[src/rtl/angle_scorer_if.sv]
// Handshake and result bundle between a reference-angle source and angle_scorer.
// ANGLE_SCORER_MAX_ERR_EN adds the max_err/max_idx result fields.
interface angle_scorer_if #(
  parameter int ANGLE_DEPTH = 10,
  parameter int NUM_JOINTS  = 3,
  parameter int SCORE_W     = 10
);
  localparam int IDX_W = (NUM_JOINTS > 1) ? $clog2(NUM_JOINTS) : 1;

  logic                   start;
  logic                   in_valid;
  logic [ANGLE_DEPTH-1:0] ref_angle;
  logic [ANGLE_DEPTH-1:0] meas_angle;
  logic                   busy;
  logic [SCORE_W-1:0]     score;
  logic                   score_valid;
  logic [NUM_JOINTS-1:0]  match_mask;
  logic                   all_match;
`ifdef ANGLE_SCORER_MAX_ERR_EN
  logic [ANGLE_DEPTH-1:0] max_err;
  logic [IDX_W-1:0]       max_idx;

  modport master (
    output start, in_valid, ref_angle, meas_angle,
    input  busy, score, score_valid, match_mask, all_match, max_err, max_idx
  );
  modport slave (
    input  start, in_valid, ref_angle, meas_angle,
    output busy, score, score_valid, match_mask, all_match, max_err, max_idx
  );
`else
  modport master (
    output start, in_valid, ref_angle, meas_angle,
    input  busy, score, score_valid, match_mask, all_match
  );
  modport slave (
    input  start, in_valid, ref_angle, meas_angle,
    output busy, score, score_valid, match_mask, all_match
  );
`endif
endinterface

[src/rtl/angle_scorer.sv]
// Wrap-aware per-joint angle error, tolerance flags and saturating frame score.
// Define ANGLE_SCORER_MAX_ERR_EN to also report the worst joint error and its index.
module angle_scorer #(
  parameter int ANGLE_DEPTH = 10,
  parameter int NUM_JOINTS  = 3,
  parameter int SCORE_W     = 10,
  parameter int TOL         = 32
) (
  input logic          clk,
  input logic          rst_n,
  angle_scorer_if.slave bus
);
  localparam int IDX_W = (NUM_JOINTS > 1) ? $clog2(NUM_JOINTS) : 1;
  localparam int SUM_W = ((SCORE_W > ANGLE_DEPTH) ? SCORE_W : ANGLE_DEPTH) + 1;

  typedef enum logic [1:0] {IDLE, ACCUM, FLUSH, REPORT} state_t;

  // Shortest distance around the circle between two angle codes.
  function automatic logic [ANGLE_DEPTH-1:0] ang_err(input logic [ANGLE_DEPTH-1:0] a,
                                                     input logic [ANGLE_DEPTH-1:0] b);
    logic [ANGLE_DEPTH-1:0] d;
    logic [ANGLE_DEPTH-1:0] nd;
    d  = a - b;
    nd = '0 - d;
    return (d < nd) ? d : nd;
  endfunction

  function automatic logic [SCORE_W-1:0] sat_add(input logic [SCORE_W-1:0]     acc,
                                                 input logic [ANGLE_DEPTH-1:0] e);
    logic [SUM_W-1:0] s;
    s = SUM_W'(acc) + SUM_W'(e);
    if ((s >> SCORE_W) != '0) return '1;
    return s[SCORE_W-1:0];
  endfunction

  state_t           state_q, state_d;
  logic [IDX_W-1:0] cnt_q;
  logic             flush_q;
  logic             accept;
  logic             last_accept;

  assign accept      = (state_q == ACCUM) && bus.in_valid;
  assign last_accept = accept && (cnt_q == IDX_W'(NUM_JOINTS - 1));

  always_ff @(posedge clk or negedge rst_n) begin
    if (!rst_n) state_q <= IDLE;
    else        state_q <= state_d;
  end

  always_comb begin
    state_d = state_q;
    case (state_q)
      IDLE:    if (bus.start) state_d = ACCUM;
      ACCUM:   if (last_accept) state_d = FLUSH;
      FLUSH:   if (flush_q) state_d = REPORT;
      REPORT:  state_d = IDLE;
      default: state_d = IDLE;
    endcase
  end

  always_ff @(posedge clk or negedge rst_n) begin
    if (!rst_n) begin
      cnt_q   <= '0;
      flush_q <= 1'b0;
    end else begin
      if (state_q == IDLE && bus.start) cnt_q <= '0;
      else if (accept)                  cnt_q <= cnt_q + 1'b1;
      flush_q <= (state_q == FLUSH) ? ~flush_q : 1'b0;
    end
  end

  // ---- stage 1: per-joint error ----
  logic [ANGLE_DEPTH-1:0] err_p1;
  logic [IDX_W-1:0]       idx_p1;
  logic                   vld_p1;

  always_ff @(posedge clk or negedge rst_n) begin
    if (!rst_n) vld_p1 <= 1'b0;
    else        vld_p1 <= accept;
  end

  always_ff @(posedge clk) begin
    if (accept) begin
      err_p1 <= ang_err(bus.ref_angle, bus.meas_angle);
      idx_p1 <= cnt_q;
    end
  end

  // ---- stage 2: frame accumulation ----
  logic [SCORE_W-1:0]     acc_p2;
  logic [NUM_JOINTS-1:0]  match_p2;
  logic [ANGLE_DEPTH-1:0] max_err_p2;
  logic [IDX_W-1:0]       max_idx_p2;

  always_ff @(posedge clk or negedge rst_n) begin
    if (!rst_n) begin
      acc_p2     <= '0;
      match_p2   <= '0;
      max_err_p2 <= '0;
      max_idx_p2 <= '0;
    end else if (state_q == IDLE && bus.start) begin
      acc_p2     <= '0;
      match_p2   <= '0;
      max_err_p2 <= '0;
      max_idx_p2 <= '0;
    end else if (vld_p1) begin
      acc_p2 <= sat_add(acc_p2, err_p1);
      for (int i = 0; i < NUM_JOINTS; i++)
        if (idx_p1 == IDX_W'(i)) match_p2[i] <= (err_p1 <= ANGLE_DEPTH'(TOL));
      // Strict compare keeps the earliest joint on ties.
      if (err_p1 > max_err_p2) begin
        max_err_p2 <= err_p1;
        max_idx_p2 <= idx_p1;
      end
    end
  end

  // ---- report registers ----
  logic [SCORE_W-1:0]     score_q;
  logic                   score_valid_q;
  logic [NUM_JOINTS-1:0]  match_q;
  logic                   all_match_q;
  logic [ANGLE_DEPTH-1:0] max_err_q;
  logic [IDX_W-1:0]       max_idx_q;

  always_ff @(posedge clk or negedge rst_n) begin
    if (!rst_n) begin
      score_q       <= '0;
      score_valid_q <= 1'b0;
      match_q       <= '0;
      all_match_q   <= 1'b0;
      max_err_q     <= '0;
      max_idx_q     <= '0;
    end else begin
      score_valid_q <= (state_q == REPORT);
      if (state_q == REPORT) begin
        score_q     <= acc_p2;
        match_q     <= match_p2;
        all_match_q <= &match_p2;
        max_err_q   <= max_err_p2;
        max_idx_q   <= max_idx_p2;
      end
    end
  end

  assign bus.busy        = (state_q != IDLE);
  assign bus.score       = score_q;
  assign bus.score_valid = score_valid_q;
  assign bus.match_mask  = match_q;
  assign bus.all_match   = all_match_q;
`ifdef ANGLE_SCORER_MAX_ERR_EN
  assign bus.max_err     = max_err_q;
  assign bus.max_idx     = max_idx_q;
`else
  logic unused_max;
  assign unused_max = ^{max_err_q, max_idx_q};
`endif
endmodule

[src/flat_wrapper.sv]
// flat-port wrapper written by rule: the top's interface ports become plain ports
module angle_scorer_flat 
#(
  parameter int ANGLE_DEPTH = 10,
  parameter int NUM_JOINTS  = 3,
  parameter int SCORE_W     = 10,
  parameter int TOL         = 32
)
  (clk, rst_n, bus_start, bus_in_valid, bus_ref_angle, bus_meas_angle, bus_busy, bus_score, bus_score_valid, bus_match_mask, bus_all_match);
  angle_scorer_if #(.ANGLE_DEPTH(ANGLE_DEPTH), .NUM_JOINTS(NUM_JOINTS), .SCORE_W(SCORE_W)) bus_i ();
  input logic clk;
  input logic rst_n;
  input wire logic [$bits(bus_i.start)-1:0] bus_start;
  input wire logic [$bits(bus_i.in_valid)-1:0] bus_in_valid;
  input wire logic [$bits(bus_i.ref_angle)-1:0] bus_ref_angle;
  input wire logic [$bits(bus_i.meas_angle)-1:0] bus_meas_angle;
  output wire logic [$bits(bus_i.busy)-1:0] bus_busy;
  output wire logic [$bits(bus_i.score)-1:0] bus_score;
  output wire logic [$bits(bus_i.score_valid)-1:0] bus_score_valid;
  output wire logic [$bits(bus_i.match_mask)-1:0] bus_match_mask;
  output wire logic [$bits(bus_i.all_match)-1:0] bus_all_match;
  assign bus_i.start = bus_start;
  assign bus_i.in_valid = bus_in_valid;
  assign bus_i.ref_angle = bus_ref_angle;
  assign bus_i.meas_angle = bus_meas_angle;
  assign bus_busy = bus_i.busy;
  assign bus_score = bus_i.score;
  assign bus_score_valid = bus_i.score_valid;
  assign bus_match_mask = bus_i.match_mask;
  assign bus_all_match = bus_i.all_match;
  angle_scorer #(.ANGLE_DEPTH(ANGLE_DEPTH), .NUM_JOINTS(NUM_JOINTS), .SCORE_W(SCORE_W), .TOL(TOL)) u_core (.clk(clk), .rst_n(rst_n), .bus(bus_i));
endmodule
[config.mk]
export PLATFORM = sky130hd
export DESIGN_NAME = angle_scorer_flat
export DESIGN_NICKNAME = d
export VERILOG_FILES = /design/src/rtl/angle_scorer_if.sv /design/src/rtl/angle_scorer.sv /design/src/flat_wrapper.sv
export SDC_FILE = /design/constraint.sdc
export NUM_CORES = 1
export LEC_CHECK = 0
export BUFFER_PORTS_ARGS = -buffer_cell sky130_fd_sc_hd__buf_2
export CAP_MARGIN = 20
export CORE_MARGIN = 1.5
export CORE_UTILIZATION = 45
export DETAILED_ROUTE_END_ITERATION = 10
export PLACE_DENSITY_LB_ADDON = 0.25
export SKIP_CTS_REPAIR_TIMING = 1
export SLEW_MARGIN = 20
export SYNTH_ARGS = -nofsm -noshare
export SYNTH_HDL_FRONTEND = slang
export SYNTH_SLANG_ARGS = --single-unit
[constraint.sdc]
create_clock -name clk -period 6.7 [get_ports clk]
set_clock_uncertainty 0.1 [all_clocks]
set_input_delay 1.34 -clock clk [delete_from_list [all_inputs] [get_ports clk]]
set_output_delay 1.34 -clock clk [all_outputs]
set_load 0.005 [all_outputs]
# Word level (Yosys, flattened, before mapping)
# Cells that the tools add are included.
# classes
shifts,0
n_bitwise,1
mux,20
n_addsub,4
order_cmp,2
n_eq_ne,9
n_mul,0
reduce_logical,16
div,0
# op_table
cell,count
$mux 10,5
$reduce_bool 2->1,6
$add 10x10->11,1
$le 10x6->1 const B,1
$lt 10x10->1,1
$mux 2,5
$sub 1x10->10 const A,1
$sub 10x10->10,1
$eq 2x2->1 const B,4
$pmux 2 s4,1
$mux 1,7
$mux 3,2
$reduce_and 2->1,3
$reduce_and 3->1,2
$eq 2x1->1 const B,2
$logic_not 2->1,2
$ne 2x1->1 const B,2
$logic_and 1x1->1,3
$add 2x1->2 const B,1
$ne 2x2->1 const B,1
$not 1->1,1
# word_totals
memories,0
romBits,0
wordCells,66
input_bits,24
out_inout_bits,16
ram_bits,0
register_bits,46
latch_bits,0

# Logic depth before layout (Yosys ltp)
# depth
ltp_word,7
mapped_depth,17
mapped_depth_nobuf,17

# Worst setup path before layout
# No wires, ideal clock.
# synth_timing
kind,input to register
startpoint,input port bus_ref_angle[0]
endpoint,"register u_core.err_p1[1], data pin"
setup_time_ns,0.260
n_path_buf,0
slack_ns,1.508
cell_stages,17
t_arrival_ns,4.832
required_ns,6.340
path_cell_list,inv_1 -> ha_1 -> inv_1 -> fa_1 -> inv_1 -> ha_1 -> inv_1 -> or3_1 -> or3_2 -> or3b_2 -> ha_1 -> nor2_1 -> o21ai_0 -> a211oi_1 -> nor3_1 -> mux2i_4 -> mux2_2
# synth_via
elab_chain_cells,4
# synth_rtl
element,line,source
from (decl),flat_wrapper.sv:15,input wire logic [$bits(bus_i.ref_angle)-1:0] bus_ref_angle;
$sub 10x10->10 (*),angle_scorer.sv:23,d = a - b;
$sub 1x10->10,angle_scorer.sv:24,nd = '0 - d;
$lt 10x10->1,angle_scorer.sv:25,return (d < nd) ? d : nd;
$mux 10 (*),angle_scorer.sv:25,
to (signal assigned),angle_scorer.sv:84,"err_p1 <= ang_err(bus.ref_angle, bus.meas_angle);"
to (decl),angle_scorer.sv:73,logic [ANGLE_DEPTH-1:0] err_p1;
# Every way passes the cells marked *; elsewhere a longest branch is shown, timed or not.
# A chain may end at the register's enable or synchronous reset.

# Worst setup path after layout
# Same ends and word-level chain as after synthesis.

==> reports/qor.tcl <==
set qor(syn_to_final_growth_pct) 11.4
set qor(tightestPinTransition_ns) 0.733
set qor(die_area_mm2) 0.00733
set qor(placement.io_buffers) 39
set qor(fin_cells) 402
set qor(worstSetupStartpoint) {bus_ref_angle[0]}
set qor(netlist.area_leader.share) 0.277
set qor(hold_viol_final) 0
set qor(ys_seq_elements) 46
set qor(multiInputGateArea_mm2) 0.00166
set qor(worstPathArrival_ns) 5.20
set qor(ant_nets) 0
set qor(clock_tree_from_tritoncts) {built}
set qor(syn-cell-area_mm2) 0.00307
set qor(synth_area_leaders) {sky130_fd_sc_hd__dfrtp_1 28%, sky130_fd_sc_hd__ha_1 13%, sky130_fd_sc_hd__edfxtp_1 12%}
set qor(timing.critical_path.fanout_max) 5
set qor(critical-path-max-stage-delay_ns) 0.50
set qor(hpwl_mm) 4.04
set qor(core-area_mm2) 0.00646
set qor(post_synth_edffs) 12
set qor(antenna_violations_before_repair) 0
set qor(finalPower_w) 0.00124
set qor(max-slew-margin-rel) 0.511
set qor(avg_inst_size_synth_um2) 10.7
set qor(peakVddDrop_v) 0.000113
set qor(mappedNetlistNets) 345
set qor(reg2reg_to) {u_core.acc_p2[0]}
set qor(drcViolationCount) 4
set qor(grt_pass1_vias) 2167
set qor(totalNegativeSetupSlack_ns) 0
set qor(regArea_mm2) 0.00121
set qor(p_leak_nw) 1.64
set qor(synth-warning-count) 0
set qor(crit_type) {in2reg}
set qor(h-tree-depth) 2
set qor(timing.critical_path.slowest_stage_cell) {sky130_fd_sc_hd__or3_2}
set qor(max_freq_mhz) 190
set qor(row_count) 29
set qor(worst-r2r-cell-count) 10
set qor(n_fill_cell) 611
set qor(critical_path.most_common_cell) {sky130_fd_sc_hd__inv_1}
set qor(synth.top_cells.by_count) {34 x sky130_fd_sc_hd__dfrtp_1, 32 x sky130_fd_sc_hd__inv_1, 31 x sky130_fd_sc_hd__ha_1}
set qor(globalRouteOverflowTotal) 0
set qor(synth_top_area_cell) {sky130_fd_sc_hd__dfrtp_1}
set qor(final_layout_size_suffix_gt1_frac) 0.274
set qor(drt_first_pass_iters) 7
set qor(postLayoutCellArea_mm2) 0.00342
set qor(effective_utilization_at_floorplan) 0.475
set qor(worst-r2r-setup-slack_ns) 4.04
set qor(grt_util_all_layers) 0.153
set qor(final.min_clock_period_ns) 5.25
set qor(ys_dominant_reg_cell) {sky130_fd_sc_hd__dfrtp_1}
set qor(drt-wirelength-per-cell_um) 12.8
set qor(required_worst_endpoint_ns) 6.65
set qor(crit_path_cell_trace) {buf_2 -> inv_1 -> ha_1 -> inv_1 -> fa_1 -> inv_1 -> ha_1 -> inv_1 -> or3_1 -> or3_2 -> or3b_2 -> ha_1 -> nor2_1 -> o21ai_0 -> a211oi_1 -> nor3_1 -> mux2i_4 -> mux2_2}
set qor(max-clock-path-buffers) 2
set qor(viasPerCell) 5.44
set qor(vias) 2187
set qor(synthCells) 288
set qor(cts-root-buf) {sky130_fd_sc_hd__clkbuf_8}
set qor(pin_count_of_the_biggest_net_entering_global_routing) 35
set qor(asyncSetResetFlopFracSynth) 0.739
set qor(outcome) {complete, but fails checks}
set qor(violations) {design-rule violations}
set qor(max_cap_violations) 0
set qor(placed_cell_area_mm2) 0.00329
set qor(clk-insertion-delay-late_ns) 0.29
set qor(post-route-period-util) 0.784
set qor(timing.rr.start) {u_core.err_p1[0]}
set qor(maxSlewViolCount) 0
set qor(placed_instances) 394
set qor(worstSetupStartpointType) {input port}
set qor(number_of_library_cell_types_mapped_by_synthesis) 47
set qor(floorplan.die.width_um) 85.6
set qor(design.final.nets) 381
set qor(grt_setup_unrepaired) {no}
set qor(tritoncts.num_buffers) 5
set qor(setup.worst_path.end_class) {flip-flop}
set qor(grt_pass1_wl_mm) 9.20
set qor(insertedDiodeCount) 0
set qor(die_h_um) 85.6
set qor(synth-seq-area-share) 0.394
set qor(postRouteWirelength_mm) 5.14
set qor(crit_path_end) {u_core.err_p1[1]}
set qor(worstHoldPathType) {reg2reg}
set qor(path_clk_slew_ns) 0.08
set qor(clock_sink_count) 46
set qor(gpl.final_weighted_congestion) 0.877
set qor(yosysMostFrequentCell) {sky130_fd_sc_hd__dfrtp_1}
set qor(ios) 40
set qor(hold-worst-slack_ns) 0.333
set qor(report.final.setup_viol) 0
set qor(power-per-cell-area_mw_per_mm2) 361
set qor(drtIter0Drc) 54
==> logic make-up (layout without fill, tap and decap cells) <==
kind of cell	Yosys count	after routing	share of synthesized area
flip-flops	46	46	0.394
buffers and inverters	42	79	0.0636
adder cells (fa/ha/maj)	33	33	0.139
AO/OA/AOI/OAI	65	65	0.154
AND/OR/NAND/NOR	62	62	0.113
multiplexers	22	22	0.0844
XOR/XNOR	18	18	0.0513
==> worst max-delay path, delay by kind of cell <==
family,cells,cell delay (ns)
AND/OR/NAND/NOR,5,1.54
adder cells (fa/ha/maj),4,1.10
multiplexers,2,0.59
buffers and inverters,5,0.35
AO/OA/AOI/OAI,2,0.29
==> flip-flops by register name, indices dropped and copies added (netlist names) <==
| name | count |
|---|---|
| u_core.acc_p2 | 10 |
| u_core.bus.score | 10 |
| u_core.err_p1 | 10 |
| u_core.bus.match_mask | 3 |
| u_core.match_p2 | 3 |
| u_core.cnt_q | 2 |
| u_core.idx_p1 | 2 |
| u_core.state_q | 2 |
| u_core.bus.all_match | 1 |
| u_core.bus.score_valid | 1 |
| u_core.flush_q | 1 |
| u_core.vld_p1 | 1 |
==> worst min path at each step <==
stage	endpoint	cells past startpoint	from
finish	u_core.flush_q	1	u_core.flush_q
detailed placement	u_core.flush_q	1	u_core.flush_q
CTS	u_core.flush_q	1	u_core.flush_q
floorplan	u_core.flush_q	1	u_core.flush_q
global route	u_core.flush_q	1	u_core.flush_q
global placement	u_core.flush_q	1	u_core.flush_q
==> report_power, final <==
group	internal (W)	switching [W]
combinational	0.000279	0.000275
clock	0.000134	0.0000917
sequential	0.000393	0.0000623
==> metrics by stage <==
stage	utilization	setup WS, ns
2_1_floorplan	-	1.51
4_1_cts	0.529	1.43
3_5_place_dp	0.509	1.11
5_1_grt	0.529	1.17
6_report	0.529	1.45
3_3_place_gp	0.509	1.26
==> cells in the final DEF, fill, tap and decap left out, types with 2 or more instances in the layout <==
cell	instances
sky130_fd_sc_hd__or3_2	2
sky130_fd_sc_hd__clkbuf_8	5
sky130_fd_sc_hd__nand2b_1	2
sky130_fd_sc_hd__xnor2_1	12
sky130_fd_sc_hd__edfxtp_1	12
sky130_fd_sc_hd__nor3b_1	2
sky130_fd_sc_hd__nor4_1	2
sky130_fd_sc_hd__xor2_1	6
sky130_fd_sc_hd__fa_1	2
sky130_fd_sc_hd__inv_1	32
sky130_fd_sc_hd__a21oi_1	19
sky130_fd_sc_hd__a21o_1	6
sky130_fd_sc_hd__o2111ai_1	3
sky130_fd_sc_hd__mux2_2	21
sky130_fd_sc_hd__and4_1	2
sky130_fd_sc_hd__or3_1	2
sky130_fd_sc_hd__nand2_1	12
sky130_fd_sc_hd__a211oi_1	4
sky130_fd_sc_hd__buf_2	39
sky130_fd_sc_hd__ha_1	31
sky130_fd_sc_hd__nand3b_1	2
sky130_fd_sc_hd__o221a_2	10
sky130_fd_sc_hd__a31oi_1	3
sky130_fd_sc_hd__nand4_1	5
sky130_fd_sc_hd__dfrtp_1	34
sky130_fd_sc_hd__o21ai_0	11
sky130_fd_sc_hd__nor2_1	15
sky130_fd_sc_hd__nor2b_1	2
sky130_fd_sc_hd__nor3_1	4
sky130_fd_sc_hd__nand3_1	4
==> area by class of cell <==
cell class	instances	share of cell area
Clock buffer	6	0.0274
Clock inverter	2	0.0113
Inverter	32	0.0351
Multi-Input combinational cell	200	0.487
Sequential cell	46	0.354
Tap cell	77	0.0282
Timing Repair Buffer	39	0.0571
==> per-layer routing <==
metal  GRT usage  vias to the layer above  wire (um)
li1            -                     1117          -
met1       0.187                     1022       2420
met2       0.273                       41       2480
met3      0.0231                        7        149
met4      0.0572                        0         90
met5           0                        -          0
No activity file was read; power rests on OpenSTA's default activity.
